[config.mk]
export PLATFORM = sky130hd
export DESIGN_NAME = is2vid_genlock_adjust_flat
export DESIGN_NICKNAME = d
export VERILOG_FILES = /design/src/rtl/is2vid_genlock_pkg.sv /design/src/rtl/is2vid_genlock_adjust_if.sv /design/src/rtl/is2vid_stall_counter.sv /design/src/rtl/is2vid_genlock_adjust.sv /design/src/flat_wrapper.sv
export SDC_FILE = /design/constraint.sdc
export NUM_CORES = 1
export LEC_CHECK = 0
export ABC_CLOCK_PERIOD_IN_PS = 2650
export BUFFER_PORTS_ARGS = -buffer_cell sky130_fd_sc_hd__buf_4
export CORE_ASPECT_RATIO = 0.75
export CORE_UTILIZATION = 55
export DETAILED_ROUTE_END_ITERATION = 10
export PLACE_DENSITY = 0.75
export SLEW_MARGIN = 20
export SYNTH_ARGS = -nofsm -noshare
export SYNTH_HDL_FRONTEND = slang
export SYNTH_SLANG_ARGS = --single-unit
export TNS_END_PERCENT = 100
[constraint.sdc]
create_clock -name clk -period 2.65 [get_ports clk]
set_input_delay 0.265 -clock clk [delete_from_list [all_inputs] [get_ports clk]]
set_output_delay 0.265 -clock clk [all_outputs]
set_load 0.03 [all_outputs]
[src/rtl/is2vid_genlock_pkg.sv]
// is2vid_genlock_pkg: shared states, widths and request decode for the genlock adjuster
package is2vid_genlock_pkg;

    localparam int GA_H_WIDTH    = 14;
    localparam int GA_V_WIDTH    = 13;
    localparam int GA_LOCK_WIDTH = 4;

    typedef enum logic [1:0] {
        GA_IDLE,
        GA_LOAD,
        GA_STALL_LINES,
        GA_STALL_SAMPLES
    } ga_state_t;

    typedef enum logic [1:0] {
        GA_REQ_NONE,
        GA_REQ_LOCKED,
        GA_REQ_LINES,
        GA_REQ_SAMPLES
    } ga_req_t;

    // Genlocked wins over any correction; line corrections win over sample-only ones.
    function automatic ga_req_t ga_decode(input logic genlocked, input logic lines, input logic samples);
        return genlocked ? GA_REQ_LOCKED : lines ? GA_REQ_LINES : samples ? GA_REQ_SAMPLES : GA_REQ_NONE;
    endfunction

endpackage

[src/rtl/is2vid_genlock_adjust_if.sv]
// is2vid_genlock_adjust_if: comparator requests in, frame-counter controls out
interface is2vid_genlock_adjust_if
    import is2vid_genlock_pkg::*;
#(
    parameter int H_WIDTH = GA_H_WIDTH,
    parameter int V_WIDTH = GA_V_WIDTH
);
    logic               enable;
    logic               sof_cvo;
    logic [H_WIDTH-1:0] h_total_minus_one;
    logic               sync_lines;
    logic               sync_samples;
    logic               remove_repeatn;
    logic               genlocked;
    logic [H_WIDTH-1:0] sync_compare_h_reset;
    logic [V_WIDTH-1:0] sync_compare_v_reset;
    logic               cnt_enable;
    logic               cnt_load;
    logic [H_WIDTH-1:0] cnt_h_reset;
    logic [V_WIDTH-1:0] cnt_v_reset;
    logic               adjusting;
    logic               genlock_locked;

    modport master (
        output enable, sof_cvo, h_total_minus_one, sync_lines, sync_samples, remove_repeatn,
               genlocked, sync_compare_h_reset, sync_compare_v_reset,
        input  cnt_enable, cnt_load, cnt_h_reset, cnt_v_reset, adjusting, genlock_locked
    );

    modport slave (
        input  enable, sof_cvo, h_total_minus_one, sync_lines, sync_samples, remove_repeatn,
               genlocked, sync_compare_h_reset, sync_compare_v_reset,
        output cnt_enable, cnt_load, cnt_h_reset, cnt_v_reset, adjusting, genlock_locked
    );

endinterface

[src/rtl/is2vid_stall_counter.sv]
// is2vid_stall_counter: nested line/sample counters timing one repeat stall
module is2vid_stall_counter
    import is2vid_genlock_pkg::*;
#(
    parameter int H_WIDTH = GA_H_WIDTH,
    parameter int V_WIDTH = GA_V_WIDTH
) (
    input  logic               clk,
    input  logic               rst,
    input  logic               abort,
    input  logic               load,
    input  logic [V_WIDTH-1:0] lines,
    input  logic [H_WIDTH-1:0] samples,
    input  logic [H_WIDTH-1:0] htot,
    output logic               busy,
    output logic               lines_done,
    output logic               done
);
    ga_state_t          phase_q, phase_d;
    logic [V_WIDTH-1:0] l_q, l_d;
    logic [H_WIDTH-1:0] s_q, s_d, h_q, h_d, htot_q, htot_d;
    logic               wrap, last_line;

    assign wrap       = s_q == htot_q;
    assign last_line  = phase_q == GA_STALL_LINES && wrap && l_q == V_WIDTH'(1);
    assign lines_done = last_line && h_q != '0;
    assign done       = (last_line && h_q == '0) || (phase_q == GA_STALL_SAMPLES && s_q == H_WIDTH'(1));
    assign busy       = phase_q != GA_IDLE;

    // Line phase walks S over 0..htot per line; the trailing sample phase counts S down to 1.
    always_comb begin
        phase_d = phase_q;
        l_d     = l_q;
        s_d     = s_q;
        h_d     = h_q;
        htot_d  = htot_q;
        if (abort) begin
            phase_d = GA_IDLE;
        end else if (load) begin
            l_d     = lines;
            s_d     = lines != '0 ? '0 : samples;
            h_d     = samples;
            htot_d  = htot;
            phase_d = lines != '0 ? GA_STALL_LINES : samples != '0 ? GA_STALL_SAMPLES : GA_IDLE;
        end else if (phase_q == GA_STALL_LINES) begin
            s_d     = lines_done ? h_q : wrap ? '0 : s_q + 1'b1;
            l_d     = wrap ? l_q - 1'b1 : l_q;
            phase_d = lines_done ? GA_STALL_SAMPLES : done ? GA_IDLE : GA_STALL_LINES;
        end else if (phase_q == GA_STALL_SAMPLES) begin
            s_d     = s_q - 1'b1;
            phase_d = done ? GA_IDLE : GA_STALL_SAMPLES;
        end
    end

    // Counter state register.
    always_ff @(posedge clk or negedge rst) begin
        if (!rst) begin
            phase_q <= GA_IDLE;
            l_q     <= '0;
            s_q     <= '0;
            h_q     <= '0;
            htot_q  <= '0;
        end else begin
            phase_q <= phase_d;
            l_q     <= l_d;
            s_q     <= s_d;
            h_q     <= h_d;
            htot_q  <= htot_d;
        end
    end

endmodule

[src/rtl/is2vid_genlock_adjust.sv]
// is2vid_genlock_adjust: turns comparator genlock requests into frame-counter load/stall controls
module is2vid_genlock_adjust
    import is2vid_genlock_pkg::*;
#(
    parameter int H_WIDTH     = GA_H_WIDTH,
    parameter int V_WIDTH     = GA_V_WIDTH,
    parameter int MAX_H_STEP  = 16,
    parameter int LOCK_FRAMES = 3
) (
    input logic                    clk,
    input logic                    rst,
    is2vid_genlock_adjust_if.slave bus
);
    localparam logic [H_WIDTH-1:0]       MAX_STEP = H_WIDTH'(MAX_H_STEP);
    localparam logic [GA_LOCK_WIDTH-1:0] LOCK_MAX = GA_LOCK_WIDTH'(LOCK_FRAMES);

    ga_state_t                state_q, state_d;
    ga_req_t                  req;
    logic                     sof_q, sof_int, is_corr;
    logic [GA_LOCK_WIDTH-1:0] lock_q, lock_d;
    logic [H_WIDTH-1:0]       h_rst_q, h_rst_d, step, load_h;
    logic [V_WIDTH-1:0]       v_rst_q, v_rst_d, load_v;
    logic                     stall_load, stall_busy, lines_done, stall_done;
    logic                     cnt_enable_q, cnt_load_q, adjusting_q, locked_q;

    assign sof_int = bus.sof_cvo & ~sof_q;
    assign req     = ga_decode(bus.genlocked, bus.sync_lines, bus.sync_samples);
    assign is_corr = req == GA_REQ_LINES || req == GA_REQ_SAMPLES;
    assign step    = bus.sync_compare_h_reset > MAX_STEP ? MAX_STEP : bus.sync_compare_h_reset;
    // A sample-only request is a line request with zero lines and a capped sample step.
    assign load_h  = req == GA_REQ_LINES ? bus.sync_compare_h_reset : step;
    assign load_v  = req == GA_REQ_LINES ? bus.sync_compare_v_reset : '0;

    is2vid_stall_counter #(.H_WIDTH(H_WIDTH), .V_WIDTH(V_WIDTH)) u_stall (
        .clk        (clk),
        .rst        (rst),
        .abort      (!bus.enable),
        .load       (stall_load),
        .lines      (load_v),
        .samples    (load_h),
        .htot       (bus.h_total_minus_one),
        .busy       (stall_busy),
        .lines_done (lines_done),
        .done       (stall_done)
    );

    // Snapshot and decode at start-of-frame in IDLE; follow the stall counter otherwise.
    always_comb begin
        state_d    = state_q;
        lock_d     = lock_q;
        h_rst_d    = h_rst_q;
        v_rst_d    = v_rst_q;
        stall_load = 1'b0;
        case (state_q)
            GA_IDLE: begin
                if (sof_int && bus.enable) begin
                    lock_d = req == GA_REQ_LOCKED ? (lock_q == LOCK_MAX ? lock_q : lock_q + 1'b1)
                           : is_corr ? '0 : lock_q;
                    if (is_corr && bus.remove_repeatn && (load_h != '0 || load_v != '0)) begin
                        state_d = GA_LOAD;
                        h_rst_d = load_h;
                        v_rst_d = load_v;
                    end else if (is_corr && !bus.remove_repeatn) begin
                        stall_load = 1'b1;
                        state_d    = load_v != '0 ? GA_STALL_LINES : load_h != '0 ? GA_STALL_SAMPLES : GA_IDLE;
                    end
                end
            end
            GA_LOAD:          state_d = GA_IDLE;
            GA_STALL_LINES:   state_d = (stall_done || !stall_busy) ? GA_IDLE : lines_done ? GA_STALL_SAMPLES : GA_STALL_LINES;
            GA_STALL_SAMPLES: state_d = (stall_done || !stall_busy) ? GA_IDLE : GA_STALL_SAMPLES;
            default:          state_d = GA_IDLE;
        endcase
        if (!bus.enable) begin
            state_d = GA_IDLE;
            lock_d  = '0;
        end
    end

    // State, snapshot and registered outputs derived from the next state.
    always_ff @(posedge clk or negedge rst) begin
        if (!rst) begin
            sof_q        <= 1'b0;
            state_q      <= GA_IDLE;
            lock_q       <= '0;
            h_rst_q      <= '0;
            v_rst_q      <= '0;
            cnt_enable_q <= 1'b1;
            cnt_load_q   <= 1'b0;
            adjusting_q  <= 1'b0;
            locked_q     <= 1'b0;
        end else begin
            sof_q        <= bus.sof_cvo;
            state_q      <= state_d;
            lock_q       <= lock_d;
            h_rst_q      <= h_rst_d;
            v_rst_q      <= v_rst_d;
            cnt_enable_q <= !(state_d == GA_STALL_LINES || state_d == GA_STALL_SAMPLES);
            cnt_load_q   <= state_d == GA_LOAD;
            adjusting_q  <= state_d != GA_IDLE;
            locked_q     <= lock_d == LOCK_MAX;
        end
    end

    assign bus.cnt_enable     = cnt_enable_q;
    assign bus.cnt_load       = cnt_load_q;
    assign bus.cnt_h_reset    = h_rst_q;
    assign bus.cnt_v_reset    = v_rst_q;
    assign bus.adjusting      = adjusting_q;
    assign bus.genlock_locked = locked_q;

endmodule

[src/flat_wrapper.sv]
// flat-port wrapper written by rule: the top's interface ports become plain ports
module is2vid_genlock_adjust_flat import is2vid_genlock_pkg::*;
#(
    parameter int H_WIDTH     = GA_H_WIDTH,
    parameter int V_WIDTH     = GA_V_WIDTH,
    parameter int MAX_H_STEP  = 16,
    parameter int LOCK_FRAMES = 3
)
  (clk, rst, bus_enable, bus_sof_cvo, bus_h_total_minus_one, bus_sync_lines, bus_sync_samples, bus_remove_repeatn, bus_genlocked, bus_sync_compare_h_reset, bus_sync_compare_v_reset, bus_cnt_enable, bus_cnt_load, bus_cnt_h_reset, bus_cnt_v_reset, bus_adjusting, bus_genlock_locked);
  is2vid_genlock_adjust_if #(.H_WIDTH(H_WIDTH), .V_WIDTH(V_WIDTH)) bus_i ();
  input logic clk;
  input logic rst;
  input wire logic [$bits(bus_i.enable)-1:0] bus_enable;
  input wire logic [$bits(bus_i.sof_cvo)-1:0] bus_sof_cvo;
  input wire logic [$bits(bus_i.h_total_minus_one)-1:0] bus_h_total_minus_one;
  input wire logic [$bits(bus_i.sync_lines)-1:0] bus_sync_lines;
  input wire logic [$bits(bus_i.sync_samples)-1:0] bus_sync_samples;
  input wire logic [$bits(bus_i.remove_repeatn)-1:0] bus_remove_repeatn;
  input wire logic [$bits(bus_i.genlocked)-1:0] bus_genlocked;
  input wire logic [$bits(bus_i.sync_compare_h_reset)-1:0] bus_sync_compare_h_reset;
  input wire logic [$bits(bus_i.sync_compare_v_reset)-1:0] bus_sync_compare_v_reset;
  output wire logic [$bits(bus_i.cnt_enable)-1:0] bus_cnt_enable;
  output wire logic [$bits(bus_i.cnt_load)-1:0] bus_cnt_load;
  output wire logic [$bits(bus_i.cnt_h_reset)-1:0] bus_cnt_h_reset;
  output wire logic [$bits(bus_i.cnt_v_reset)-1:0] bus_cnt_v_reset;
  output wire logic [$bits(bus_i.adjusting)-1:0] bus_adjusting;
  output wire logic [$bits(bus_i.genlock_locked)-1:0] bus_genlock_locked;
  assign bus_i.enable = bus_enable;
  assign bus_i.sof_cvo = bus_sof_cvo;
  assign bus_i.h_total_minus_one = bus_h_total_minus_one;
  assign bus_i.sync_lines = bus_sync_lines;
  assign bus_i.sync_samples = bus_sync_samples;
  assign bus_i.remove_repeatn = bus_remove_repeatn;
  assign bus_i.genlocked = bus_genlocked;
  assign bus_i.sync_compare_h_reset = bus_sync_compare_h_reset;
  assign bus_i.sync_compare_v_reset = bus_sync_compare_v_reset;
  assign bus_cnt_enable = bus_i.cnt_enable;
  assign bus_cnt_load = bus_i.cnt_load;
  assign bus_cnt_h_reset = bus_i.cnt_h_reset;
  assign bus_cnt_v_reset = bus_i.cnt_v_reset;
  assign bus_adjusting = bus_i.adjusting;
  assign bus_genlock_locked = bus_i.genlock_locked;
  is2vid_genlock_adjust #(.H_WIDTH(H_WIDTH), .V_WIDTH(V_WIDTH), .MAX_H_STEP(MAX_H_STEP), .LOCK_FRAMES(LOCK_FRAMES)) u_core (.clk(clk), .rst(rst), .bus(bus_i));
endmodule
==> summary.md, run 1 <==
| Metric | Value |
|---|---|
| WHS Endpoint | u_core.sof_q$_DFF_PN0_ |
| Starting DRC count in detailed routing | 575 |
| Residual DRC | 0 |
| Crit-path slowest cell | or4_2 |
| Grt met3 use | 9.32% |
| Cts repair resizes | 0 |
| Grt met2 use | 48.6% |
| EDFF count, synth | 0 |
| Ant diodes | 0 |
| Remaining antenna violation count after routing | 0 |
| Worst slack at placement | 262 ps |
| CTS tree | done |
| Worst VDD drop | 0.000377 V |
| Most common cell after layout, fill and taps aside | nand2_1 |
| Max Cap Violations | 0 |
| Drt first pass iters | 6 |
| CP dominant cell by count | o21ai_0 |
| R2R setup slack | 270 ps |
| Crit-path max FO | 38 |
| Cell area after layout | 6370 sq um |
| RSZ-0062 raised after global routing | false |
| Crit path kind | register to register |
| I/O Buffers | 79 |
| Sink Count | 95 |
| Final Hold Slack | 35.1 ps |
| Die X | 116 microns |
| Cell Count, Final, Fillers Out | 803 |
| Postcts setup bufs | 0 |
| Setup-failing EPs final | 0 |
| Power Density | 731 nW/um^2 |
| CTS H-tree depth | 3 |
| Worst R2R Path Depth | 7 |
| Lkg Pwr | 2.97 nW |
| DP HPWL | 11.0 mm |
| Reg2Reg Capture Point | u_core.u_stall.s_q[6]$_DFFE_PN0P_ |
| Layout Utilization | 69.0% |
| Layout cells sized above 1 | 20.1% |
| NumNets Final | 725 |
| Average size of a mapped cell | 8.90 sq um |
| Worst path max stage delay | 710 ps |
| Synth async-reset ratio | 100% |
| Most used routing layer in global routing | met2 |
| Synth Register Bits | 95 |
| Crit-path leading delay family | simple AND/OR/NAND/NOR gates |
| Hold Path Class | input pin to register |
| Reg2reg start | u_core.state_q[1]$_DFF_PN0_ |
| Clock root cell | clkbuf_16 |
| Final period utilization | 89.8% |
| Max-slew headroom | 39.5% |
| Vias | 4,864 |
| Mapped Cells | 602 |
| CORE AREA | 9230 sq um |
| Most frequent cells in the layout | nand2_1 (132), buf_4 (101), dfrtp_1 (94) |
| Synth warnings | 0 |
| Dpl cells | 787 |
| Final TNS setup | 0 ps |
| CP Buf/Inv Count | 1 |
| I/O pins | 80 |
| Site row count | 30 |
| Largest net degree at the start of global routing | 69 |
| Num CTS Buffers | 9 |
| WP data arrival | 2590 ps |
| Post-synth top flop | dfrtp_1 |
| Placement Cell Area | 6040 sq um |
| FMAX | 420 MHz |
| GRT overflow | 0 |
| Met1 Track Usage GR | 45.6% |
| Later-pin clock latency in the skew report | 350 ps |
| CTS max path bufs | 2 |
| Slew @ Worst Pin | 907 ps |
| Vias per cell | 6.06 |
| Fin. Hold Viols | 0 |
| Hold_buf cts | 0 |
| Pins Over Slew Limit | 0 |
| Area grow syn2layout | 19.0% |
| PnR Total Power | 4.66 mW |
| Fin crit period | 2380 ps |
| Vias in the first global route | 4,638 |
| WL/cell | 18.7 microns |
| Min-Delay Path Depth | 1 |
| Crit-path cells | nand4bb_1, or4_2, buf_4, nand2_1, nor2_1, o21ai_0, o21ai_0 |
| Post-Synthesis Cell Area | 5360 sq um |
| Clk_skew | 7.20 ps |
| Yosys cell types | 67 |
| Reg clk slew, reported paths | 70 ps |
| CP Capture Type | register |
| Full die area | 10,100 sq um |
| First-pass GRT wire length | 24.6 mm |
| Routability cong. | 0.940 |
| Total Wirelength | 15.0 mm |
| Status | complete, no violations |
| Critical path required time | 2870 ps |
| Min-delay src | bus_sof_cvo |
| Final Worst Setup Slack | 272 ps |
| Worst Setup Start Kind | register |
| Seq/Total Area, Yosys | 44.4% |
| Die height | 87.5 microns |
| Antenna violations before repair | 0 |
| Syn nets | 657 |
| Total GRT Usage | 32.2% |
| Initial Utilization | 58.0% |
## area by class of cell
class / count / area, sq um
Tap cell: 128 / 160
Clock buffer: 12 / 256
Multi-Input combinational cell: 452 / 2700
Sequential cell: 95 / 2380
Fill cell: 760 / 2860
Inverter: 11 / 41.3
Clock inverter: 4 / 77.6
Timing Repair Buffer: 101 / 758
## worst reg2reg max path, delay by kind of cell (launching register included)
| family | cells | cell delay (ps) |
|---|---|---|
| buffers and inverters | 1 | 300 |
| AND/OR/NAND/NOR | 4 | 1320 |
| AO/OA/AOI/OAI | 2 | 230 |
| flip-flops | 1 | 400 |
## registers in the layout, indices dropped and copies added, names as in the netlist
name	cells
u_core.u_stall.htot_q	14
u_core.bus.cnt_enable	1
u_core.u_stall.h_q	14
u_core.state_q	2
u_core.u_stall.l_q	13
u_core.bus.cnt_load	1
u_core.bus.cnt_v_reset	13
u_core.bus.cnt_h_reset	14
u_core.lock_q	4
u_core.bus.adjusting	1
u_core.bus.genlock_locked	1
u_core.u_stall.phase_q	2
u_core.u_stall.s_q	14
u_core.sof_q	1
## how the worst max path moves through the flow
| stage | start | to | slack (ps) | depth (start not counted) |
|---|---|---|---|---|
| final | u_core.state_q[1]$_DFF_PN0_ | u_core.u_stall.s_q[6]$_DFFE_PN0P_ | 270 | 7 |
| after CTS | u_core.state_q[1]$_DFF_PN0_ | u_core.u_stall.s_q[6]$_DFFE_PN0P_ | 320 | 7 |
| after floorplan | u_core.state_q[1]$_DFF_PN0_ | u_core.u_stall.l_q[3]$_DFFE_PN0P_ | 670 | 6 |
| after detailed placement | bus_sync_lines | u_core.u_stall.s_q[6]$_DFFE_PN0P_ | 260 | 8 |
| after global placement | bus_enable | u_core.u_stall.s_q[7]$_DFFE_PN0P_ | 400 | 8 |
| after global routing | u_core.state_q[1]$_DFF_PN0_ | u_core.u_stall.s_q[6]$_DFFE_PN0P_ | 170 | 7 |
## synth_stat cells (2+ instances only)
master | number | area (sq um)
nand2_1 | 132 | 495
dfrtp_1 | 94 | 2350
o21ai_0 | 59 | 295
xor2_1 | 30 | 263
nor2_1 | 28 | 105
clkbuf_1 | 19 | 71.3
nand3_1 | 16 | 80.1
buf_2 | 14 | 70.1
nand4_1 | 14 | 87.6
a21oi_1 | 12 | 60.1
nor3_1 | 12 | 60.1
inv_1 | 11 | 41.3
xnor2_1 | 10 | 87.6
nor4_1 | 9 | 56.3
a22o_1 | 8 | 70.1
or3_1 | 8 | 50.1
a31oi_1 | 7 | 43.8
a221oi_1 | 6 | 52.6
a32oi_1 | 6 | 52.6
ha_1 | 6 | 75.1
o21ai_1 | 6 | 30.0
o31ai_1 | 6 | 45.0
a22oi_1 | 5 | 37.5
and2_1 | 5 | 31.3
and3_1 | 5 | 31.3
buf_4 | 5 | 37.5
buf_6 | 5 | 56.3
nor2b_1 | 5 | 31.3
nor4_2 | 5 | 62.6
and4_1 | 4 | 35.0
or4_1 | 4 | 30.0
mux2i_1 | 3 | 30.0
nand2b_1 | 3 | 18.8
o21a_1 | 3 | 22.5
a222oi_1 | 2 | 20.0
nand3b_1 | 2 | 15.0
o2111ai_1 | 2 | 17.5
o22ai_1 | 2 | 12.5
## where the power goes
group          leakage [nW]  internal, mW  switching, mW
clock                 0.163         0.883          0.572
sequential             1.26          1.66          0.255
combinational          1.55         0.539          0.758
## cells by family (layout without fill, tap and decap cells)
group,Yosys count,count (layout),share of synthesized area [%]
DFF,95,95,44.4
xor gates and xnor gates,41,41,6.84
and+or+nand+nor,264,264,24.8
buffers and inverters,55,128,5.23
AOI/OAI and AO/OA,137,137,16.6
muxes,4,4,0.771
adders and majority gates,6,6,1.40
## routing by layer
metal | part of all wire, % | vias to the layer above
met4 | 1.1 | 0
li1 | - | 2260
met3 | 10 | 21
met1 | 45 | 2343
met2 | 44 | 240
met5 | 0 | -
Power figures use the tool's default switching activity.
==> inputs of run 2 (changes only) <==
--- a/config.mk
+++ b/config.mk
@@ -11,6 +11,7 @@
 export CORE_UTILIZATION = 55
 export DETAILED_ROUTE_END_ITERATION = 10
 export PLACE_DENSITY = 0.75
+export REMOVE_ABC_BUFFERS = 1
 export SLEW_MARGIN = 20
 export SYNTH_ARGS = -nofsm -noshare
 export SYNTH_HDL_FRONTEND = slang
==> run 2 against run 1 <==
Compared with the run above:
- the run now ends with negative hold slack left
- final cell count grew 0.37%
- die area stayed put
- clock power shrank 14%
- total power shrank 3.0%
- sequential power hardly changed
- setup slack worse by 130 ps
- core utilization grew 0.068 points
- global-route usage decreased by 0.90 points
- design area about the same
- via count fell by 1.2%
- largest power group unchanged
==> summary.md, run 2 (synthesis gave the netlist of run 1 again) <==
| Metric | Value |
|---|---|
| Status | finished, violations left |
| Failing checks | negative hold slack |
| Most common cell after layout, fill and taps aside | nand2_1 |
| Num CTS Buffers | 9 |
| Full die area | 10,100 sq um |
| Multi-input logic area | 2710 sq um |
| Postcts setup bufs | 0 |
| Vias | 4,806 |
| Slew @ Worst Pin | 787 ps |
| Vias per cell | 5.96 |
| Max Cap Violations | 0 |
| Die X | 116 microns |
| Worst R2R Path Depth | 6 |
| DP HPWL | 10.5 mm |
| Pins Over Slew Limit | 0 |
| Remaining antenna violation count after routing | 0 |
| Drt first pass iters | 6 |
| Most frequent cells in the layout | nand2_1 (132), buf_4 (102), dfrtp_1 (94) |
| Fill count | 756 |
| Initial Utilization | 58.0% |
| FMAX | 399 MHz |
| GRT overflow | 0 |
| Worst Setup Start Kind | register |
| Max-slew headroom | 47.1% |
| WP data arrival | 2770 ps |
| Routability cong. | 1.02 |
| Hold Path Class | input pin to async pin |
| Reg2reg start | u_core.state_q[1]$_DFF_PN0_ |
| Largest net degree at the start of global routing | 56 |
| Ant diodes | 0 |
| Antenna violations before repair | 0 |
| Final Worst Setup Slack | 145 ps |
| Vias in the first global route | 4,550 |
| Final TNS setup | 0 ps |
| Crit-path cells | nand4bb_1, or4_2, buf_4, nor3_4, a32oi_1, a31oi_1 |
| Worst VDD drop | 0.000423 V |
| Reg clk slew, reported paths | 70 ps |
| RSZ-0062 raised after global routing | false |
| Dpl cells | 790 |
| Residual DRC | 0 |
| Fin crit period | 2500 ps |
| Final period utilization | 94.5% |
| Area grow syn2layout | 19.1% |
| Crit-path max FO | 32 |
| Clock root cell | clkbuf_16 |
| CTS tree | done |
| Power Density | 709 nW/um^2 |
| Cts repair resizes | 0 |
| Cell Count, Final, Fillers Out | 806 |
| Fin. Hold Viols | 48 |
| Later-pin clock latency in the skew report | 350 ps |
| I/O pins | 80 |
| I/O Buffers | 79 |
| R2R setup slack | 150 ps |
| Crit path kind | register to register |
| Worst Setup SP | u_core.state_q[1]$_DFF_PN0_ |
| CP Capture Type | register |
| NumNets Final | 728 |
| CORE AREA | 9230 sq um |
| FF/Latch Area | 2380 sq um |
| CTS max path bufs | 2 |
| Lkg Pwr | 2.97 nW |
| Hold_buf cts | 0 |
| CTS H-tree depth | 3 |
| Starting DRC count in detailed routing | 581 |
| Critical path required time | 2910 ps |
| Setup-failing EPs final | 0 |
| Final Hold Slack | -28.9 ps |
| Site row count | 30 |
| WL/cell | 18.3 microns |
| Total GRT Usage | 31.3% |
| Reg2Reg Capture Point | u_core.u_stall.s_q[9]$_DFFE_PN0P_ |
| Sink Count | 95 |
| Clk_skew | 6.30 ps |
| Crit-path slowest cell | or4_2 |
| Total Wirelength | 14.8 mm |
| Layout cells sized above 1 | 20.8% |
| Worst path max stage delay | 850 ps |
| First-pass GRT wire length | 23.8 mm |
| Die height | 87.5 microns |
| Worst slack at placement | 223 ps |
[run 2: cell count changes in the layout (fill, tap and decap cells not counted)]
cell	previous run	this run
bufinv_16	2	0
nor2b_2	0	1
a21oi_2	0	1
buf_4	101	102
nor2b_1	5	4
buf_12	0	2
clkinv_4	2	0
a21oi_1	12	11
clkinvlp_4	0	4
[run 2: layer usage]
| layer | share of wire (%) | wire (microns) | GRT usage, % | up-vias |
|---|---|---|---|---|
| met5 | 0 | 0 | 0 | - |
| met4 | 1.7 | 249 | 9.79 | 0 |
| met3 | 8.3 | 1220 | 8.00 | 27 |
| met2 | 42 | 6270 | 44.7 | 229 |
| met1 | 48 | 7030 | 46.1 | 2278 |
| li1 | - | - | - | 2272 |
[run 2: metrics by stage]
| stage | area (sq um) | power, mW | util (%) |
|---|---|---|---|
| after global routing | 6380 | 4.74 | 69.1 |
| after detailed placement | 6090 | 3.25 | 66.0 |
| after global placement | 6090 | 3.22 | 66.0 |
| after floorplan | 5120 | 2.70 | - |
| after CTS | 6380 | 4.50 | 69.1 |
| final | 6380 | 4.52 | 69.1 |
[run 2: cell type report]
class	instances	share of cell area, %
clock buffer	12	4.02
multi-input combinational	452	42.5
sequential	95	37.3
tap	128	2.51
clock inverter	4	0.471
timing repair buffer	104	12.6
inverter	11	0.647
[run 2: worst max-delay path by stage]
stage                                              end  slack (ps)  depth (start not counted)
floorplan           u_core.u_stall.s_q[13]$_DFFE_PN0P_        -260                          6
global placement     u_core.u_stall.s_q[9]$_DFFE_PN0P_         310                          6
detailed placement   u_core.u_stall.s_q[9]$_DFFE_PN0P_         220                          6
CTS                  u_core.u_stall.s_q[9]$_DFFE_PN0P_         200                          6
global route         u_core.u_stall.s_q[9]$_DFFE_PN0P_          50                          6
finish               u_core.u_stall.s_q[9]$_DFFE_PN0P_         150                          6
[run 2: critical path, delay by kind of cell, from the launching register on]
| kind | cells | cell delay, ps |
|---|---|---|
| flops | 1 | 390 |
| buf+inv | 1 | 320 |
| simple gates | 3 | 1380 |
| compound gates | 2 | 320 |
[run 2: report_power, final]
part	leakage, nW	internal (mW)	total (mW)	switching (mW)
clock	0.127	0.688	1.26	0.569
sequential	1.26	1.66	1.89	0.233
combinational	1.58	0.572	1.38	0.804
total	2.97	2.92	4.52	1.61
